## src/rtl/spi_pkg.sv

```systemverilog
// Shared definitions for the SPI master: controller states, default word width
// and the SCLK divider reload value.
package spi_pkg;

  typedef enum logic {IDLE = 1'b0, SHIFT = 1'b1} spi_state_t;

  localparam int         SPI_WIDTH   = 16;
  localparam logic [4:0] SCLK_LD_VAL = 5'b10111;

endpackage

```

## src/rtl/spi_txn_ctrl.sv

```systemverilog
// Mode-3 SPI transaction sequencer: owns SS_n, the full-duplex shift register and
// the bit counter, and parks/releases the external SCLK divider via ld_SCLK.
module spi_txn_ctrl
  import spi_pkg::*;
#(
  parameter int WIDTH = SPI_WIDTH
) (
  input  logic             clk,
  input  logic             rst_n,
  input  logic             wrt,
  input  logic [WIDTH-1:0] cmd,
  input  logic             MISO,
  input  logic             SCLK_shft,
  input  logic             SCLK_full,
  output logic             ld_SCLK,
  output logic             SS_n,
  output logic             MOSI,
  output logic             done,
  output logic [WIDTH-1:0] rd_data
);

  localparam int              CNT_W    = $clog2(WIDTH) + 1;
  localparam logic [CNT_W-1:0] CNT_LAST = CNT_W'(WIDTH);
  localparam logic [CNT_W-1:0] CNT_ONE  = CNT_W'(1);

  spi_state_t       state_q, state_d;
  logic [WIDTH-1:0] shreg_q, shreg_d;
  logic [WIDTH-1:0] rd_data_q, rd_data_d;
  logic [CNT_W-1:0] bit_cnt_q, bit_cnt_d;
  logic             ss_n_q, ss_n_d;
  logic             done_q, done_d;
  logic             ld_sclk_s;

  // State and datapath registers; reset aborts any transaction without a done pulse.
  always_ff @(posedge clk or negedge rst_n) begin
    if (!rst_n) begin
      state_q   <= IDLE;
      shreg_q   <= '0;
      rd_data_q <= '0;
      bit_cnt_q <= '0;
      ss_n_q    <= 1'b1;
      done_q    <= 1'b0;
    end else begin
      state_q   <= state_d;
      shreg_q   <= shreg_d;
      rd_data_q <= rd_data_d;
      bit_cnt_q <= bit_cnt_d;
      ss_n_q    <= ss_n_d;
      done_q    <= done_d;
    end
  end

  // Next-state logic; the terminating full strobe reloads the divider so SCLK never
  // takes a 17th fall (back porch).
  always_comb begin
    state_d   = state_q;
    shreg_d   = shreg_q;
    rd_data_d = rd_data_q;
    bit_cnt_d = bit_cnt_q;
    ss_n_d    = ss_n_q;
    done_d    = 1'b0;
    ld_sclk_s = 1'b1;
    case (state_q)
      IDLE: begin
        if (wrt) begin
          shreg_d   = cmd;
          bit_cnt_d = '0;
          ss_n_d    = 1'b0;
          state_d   = SHIFT;
        end else begin
          ss_n_d    = 1'b1;
        end
      end
      SHIFT: begin
        ld_sclk_s = 1'b0;
        if (SCLK_full && (bit_cnt_q == CNT_LAST)) begin
          ld_sclk_s = 1'b1;
          ss_n_d    = 1'b1;
          done_d    = 1'b1;
          rd_data_d = shreg_q;
          state_d   = IDLE;
        end else if (SCLK_shft) begin
          shreg_d   = {shreg_q[WIDTH-2:0], MISO};
          bit_cnt_d = bit_cnt_q + CNT_ONE;
        end else begin
          ss_n_d    = 1'b0;
        end
      end
      default: begin
        state_d = IDLE;
        ss_n_d  = 1'b1;
      end
    endcase
  end

  assign ld_SCLK = ld_sclk_s;
  assign SS_n    = ss_n_q;
  assign MOSI    = shreg_q[WIDTH-1];
  assign done    = done_q;
  assign rd_data = rd_data_q;

endmodule

```

## config.mk

```make
export PLATFORM = sky130hd
export DESIGN_NAME = spi_txn_ctrl
export DESIGN_NICKNAME = d
export VERILOG_FILES = /design/src/rtl/spi_pkg.sv /design/src/rtl/spi_txn_ctrl.sv
export SDC_FILE = /design/constraint.sdc
export NUM_CORES = 1
export LEC_CHECK = 0
export CELL_PAD_IN_SITES_DETAIL_PLACEMENT = 0
export CELL_PAD_IN_SITES_GLOBAL_PLACEMENT = 1
export CORE_MARGIN = 4
export CORE_UTILIZATION = 44
export CTS_CLUSTER_DIAMETER = 120
export DETAILED_ROUTE_END_ITERATION = 10
export DONT_BUFFER_PORTS = 1
export GPL_ROUTABILITY_DRIVEN = 0
export PLACE_DENSITY = 0.83
export RECOVER_POWER = 50
export SETUP_SLACK_MARGIN = 0.15
export SYNTH_ARGS = -nofsm -noshare
export SYNTH_HDL_FRONTEND = slang
export SYNTH_SLANG_ARGS = --single-unit
```

## constraint.sdc

```tcl
create_clock -name clk -period 1.6 [get_ports clk]
set_input_delay 0.32 -clock clk [delete_from_list [all_inputs] [get_ports clk]]
set_output_delay 0.32 -clock clk [all_outputs]
set_load 0.005 [all_outputs]
```

# Word level (Yosys, flattened, before mapping)
# Index checks and enable logic that the tools add are counted.
# totals
out_inout_bits,20
elab_cells,34
in_bits,22
regBits,40
# op_classes
bitwise,1
mux,18
eq_ne,5
add_sub_neg,1
n_reduce_logical,3
# op_table
op,n
16-bit two-way mux,3
16-bit case mux with 2 select lines,1
5-bit two-way mux,3
5-bit case mux with 2 select lines,1
1-bit two-way mux,8
2-bit inequality test (second input constant),3
5-bit by 1-bit adder with 5-bit output (second input constant),1
5-bit equality test (second input constant),1
1-bit case mux with 2 select lines,2
3-bit by 2-bit inequality test with 1-bit output (second input constant),1
3-bit AND reduction,1
2-bit AND reduction,1
1-bit logical AND,1
1-bit inverter,1

# Logic depth before layout (Yosys ltp)
# logic_depth
depth_word,4
mapped_depth,7
depth_no_buf,5

# Worst setup path before layout
# Ideal clock, no wire load.
# synth_timing
path_kind,flip-flop to flip-flop
start,register bit_cnt_q[0]
end,register rd_data_q[10] (netlist: rd_data[10])
n_path_buf,2
stages_incl_launch_ff,8
t_required_ps,1475
period_less_slack_ps,1633
setup_time_ps,125
arrival_ps,1508
path_slack_ps,-33
cell_sequence,dfrtp_1 > inv_1 > ha_1 > and2_1 > buf_2 > nand3_4 > buf_6 > mux2_4
# synth_via
elab_chain_len,3
# synth_lines
element,line,text
from (decl),spi_txn_ctrl.sv:29,"logic [CNT_W-1:0] bit_cnt_q, bit_cnt_d;"
from (signal assigned),spi_txn_ctrl.sv:47,bit_cnt_q <= bit_cnt_d;
5-bit equality test,spi_txn_ctrl.sv:76,if (SCLK_full && (bit_cnt_q == CNT_LAST)) begin
1-bit logical AND,spi_txn_ctrl.sv:76,
2-bit AND reduction (no line),--,
to (signal assigned),spi_txn_ctrl.sv:46,rd_data_q <= rd_data_d;
to (decl),spi_txn_ctrl.sv:28,"logic [WIDTH-1:0] rd_data_q, rd_data_d;"
# Every way passes these cells.
# A chain may end at the register's enable or synchronous reset.

# Final worst setup path
# layout_timing
start,register bit_cnt_q[3]
end,output port ld_SCLK
# layout_via
elab_chain_len,4
# layout_lines
element,line,text
5-bit equality test,spi_txn_ctrl.sv:76,
1-bit logical AND,spi_txn_ctrl.sv:76,
1-bit two-way mux,spi_txn_ctrl.sv:76,
1-bit two-way mux,spi_txn_ctrl.sv:63,case (state_q)
to (decl),spi_txn_ctrl.sv:15,"output logic ld_SCLK,"
# Every way passes these cells.

==> results_dict.tcl <==
set metrics [dict create \
    drc_errors 0 \
    startpoint "bit_cnt_q[3]" \
    synthTopCellsByArea "dfrtp_1, a31oi_1, nor2b_1" \
    area_growth_pct 25.8 \
    drv_cap 0 \
    final_layout_size_suffix_gt1_share_pct 34.1 \
    overflow 0 \
    crit_path_start_kind "flop" \
    tightest_slew_ns 1.02 \
    final.period_utilization_pct 103 \
    clock.fmax_mhz 606 \
    finalCriticalPeriod_ns 1.65 \
    yosysSeqAreaShare_pct 46.0 \
    grt_pass1_vias 1739 \
    clk_pin_slew_worst_paths_ns 0.08 \
    yosysTopAreaCell "dfrtp_1" \
    synth_ff_type "dfrtp_1" \
    netlist_top_cells_count "dfrtp_1, a31oi_1, nor2b_1, o211ai_1, a211oi_1" \
    required_ns 1.28 \
    clock_path_buffers 2 \
    ioPinCount 42 \
    place_inst 260 \
    clock_latency_ns 0.29 \
    portBuffers 0 \
    vdd_ir_drop_max_mv 0.692 \
    internal-power_uw 2730 \
    first_iter_violations 155 \
    synth_cells 204 \
    final_nets 243 \
    hold_depth 1 \
    r2r_slack_ns 0.01 \
    cts.sinks 40 \
    p_leak_uw 0.00115 \
    netlist.area_leader.share_pct 44.8 \
    cts_tree "built" \
    violations "negative setup slack" \
    ys_warn_count 0 \
    arrival_ns 1.33 \
    core_um2 4750 \
    synth-edff-count 0 \
    skew_ns 0.00318 \
    worstHoldStart "wrt" \
    p_sw_uw 1650 \
    rr_worst_depth 5 \
    async_reset_ff_share_pct 100 \
    antenna_found_initial 0 \
    via_per_inst 6.15 \
    grt_max_degree 41 \
    wl_um 5660 \
    avgSynthCellArea_um2 10.7 \
    grt_setup_unrepaired "yes" \
    clockRootBuffer "clkbuf_8" \
    via_count 1764 \
    hpwl_um 3220 \
    wl_per_cell_um 19.7 \
    antenna_left 0 \
    cts-htree-levels 2 \
    min-delay-path-class "input pin to flop" \
    hold_viol 0 \
    setup_violations 1 \
    synth_nets 228 \
    grt_first_pass_wirelength_um 9210 \
    die_x_um 78.4 \
    seq_power_share_pct 41.3 \
    start_util_pct 45.8 \
    rows 25 \
    setup-tns-final_ns -0.0494 \
    slew_violations 0 \
    comb_power_share_pct 42.9 \
    instances_no_fill 287 \
    die_height_um 78.4 \
    worst-path-max-fanout 2 \
    die_area_um2 6140 \
    regToRegStartpoint "bit_cnt_q[3]" \
    grt_use_total_pct 19.1 \
    antenna_cells 0 \
    synth_seq_cells 40 \
    path_class "flop to output pin" \
    status "finished, violations left" \
    synth_cell_types 34 \
    power_density_nw_per_um2 1600 \
    layout_setup_ws_ns -0.0494 \
    critPathCaptureType "output pin" \
    clkPwrFrac_pct 15.8 \
    syn-cell-area_um2 2180 \
    yosys.cell_count.top_type "dfrtp_1" \
    n_fill_cell 405 \
    slew_headroom_pct 32.0 \
    switching_share_pct 37.7 \
    numCtsBuffers 5 \
    firstDrtPassIters 4 \
]
-- layout by cell type, fill, tap and decap left out, types with 2 or more instances in the layout --
| master | instances |
|---|---|
| a211oi_1 | 15 |
| o211ai_1 | 16 |
| buf_4 | 15 |
| nor3b_1 | 2 |
| inv_1 | 2 |
| dfrtp_2 | 2 |
| nand4_1 | 2 |
| and2_1 | 8 |
| mux2_4 | 8 |
| mux2_2 | 8 |
| nand2_1 | 4 |
| a21o_1 | 2 |
| buf_8 | 2 |
| buf_6 | 5 |
| inv_2 | 2 |
| o22ai_2 | 2 |
| a31oi_4 | 9 |
| xnor2_1 | 2 |
| nor2b_1 | 23 |
| dfrtp_1 | 37 |
| clkbuf_8 | 6 |
| buf_12 | 3 |
| a31oi_1 | 22 |
| clkinv_2 | 2 |
-- power by group through the flow --
stage | combinational [uW] | sequential, uW | clock, uW
after floorplan | 1030 | 1690 | 0
after global placement | 1150 | 1800 | 0
after detailed placement | 1180 | 1810 | 0
after CTS | 1630 | 1770 | 707
after global routing | 2020 | 1880 | 758
final | 1880 | 1810 | 695
-- per-stage QoR --
step | utilization (%) | total power [uW] | hold WS, ns | worst slack, ns | instance area, um^2
3_5_place_dp | 47.5 | 3000 | 0.0261 | -0.0168 | 2260
4_1_cts | 55.2 | 4110 | 0.143 | -0.0175 | 2620
2_1_floorplan | - | 2720 | 0.0244 | 0.0337 | 2220
6_report | 57.7 | 4390 | 0.153 | -0.0494 | 2740
3_3_place_gp | 47.5 | 2950 | 0.0261 | 0.0258 | 2260
5_1_grt | 57.7 | 4660 | 0.137 | -0.0829 | 2740
-- flip-flops by register name, summed over array words and instances (netlist names) --
signal	flops
SS_n	1
state_q	1
done	1
bit_cnt_q	5
shreg_q	16
rd_data	16
-- timing repair --
action                                  CTS  global route
endpoints found under the setup margin   36            36
resized for setup                        20            16
hold buffers                              2             0
cloned                                    2             0
setup buffers                            13             2
hold endpoints to repair                 40             0
pin swaps                                14            15
-- metal layers --
metal | global-route usage, % | wire, um
met2 | 30.3 | 2910
met5 | 0 | 0
met4 | 6.29 | 71
met1 | 25.0 | 2390
met3 | 5.85 | 288
-- final timing paths --
| kind | to |
|---|---|
| worst min-delay path | state_q |
| max in group asynchronous | bit_cnt_q[2] |
| worst max-delay path | ld_SCLK |
| worst max register to register | rd_data[11] |
| worst min register to register | rd_data[0] |
| min in group asynchronous | state_q |
-- worst max-delay path, stage by stage, from the launching register on --
cell     delay [ns]
dfrtp_2        0.41
or3b_4         0.43
o21ai_4        0.20
-- cells by family after synthesis --
group / Yosys count / synth area share, %
compound gates: 74 / 23.4
simple gates: 45 / 13.7
flops: 40 / 46.0
buf+inv: 24 / 4.82
mux: 17 / 10.1
xor+xnor: 2 / 0.804
fa+ha+maj: 2 / 1.15
-- final cells by class --
cell class / instances / area (um^2) / share of cell area, %
Inverter: 5 / 18.8 / 0.685
Clock inverter: 2 / 10.0 / 0.365
Sequential cell: 40 / 1000 / 36.6
Multi-Input combinational cell: 140 / 1270 / 46.2
Clock buffer: 6 / 82.6 / 3.01
Tap cell: 67 / 83.8 / 3.06
Timing Repair Buffer: 27 / 274 / 10.0
(Power assumes the default switching activity.)
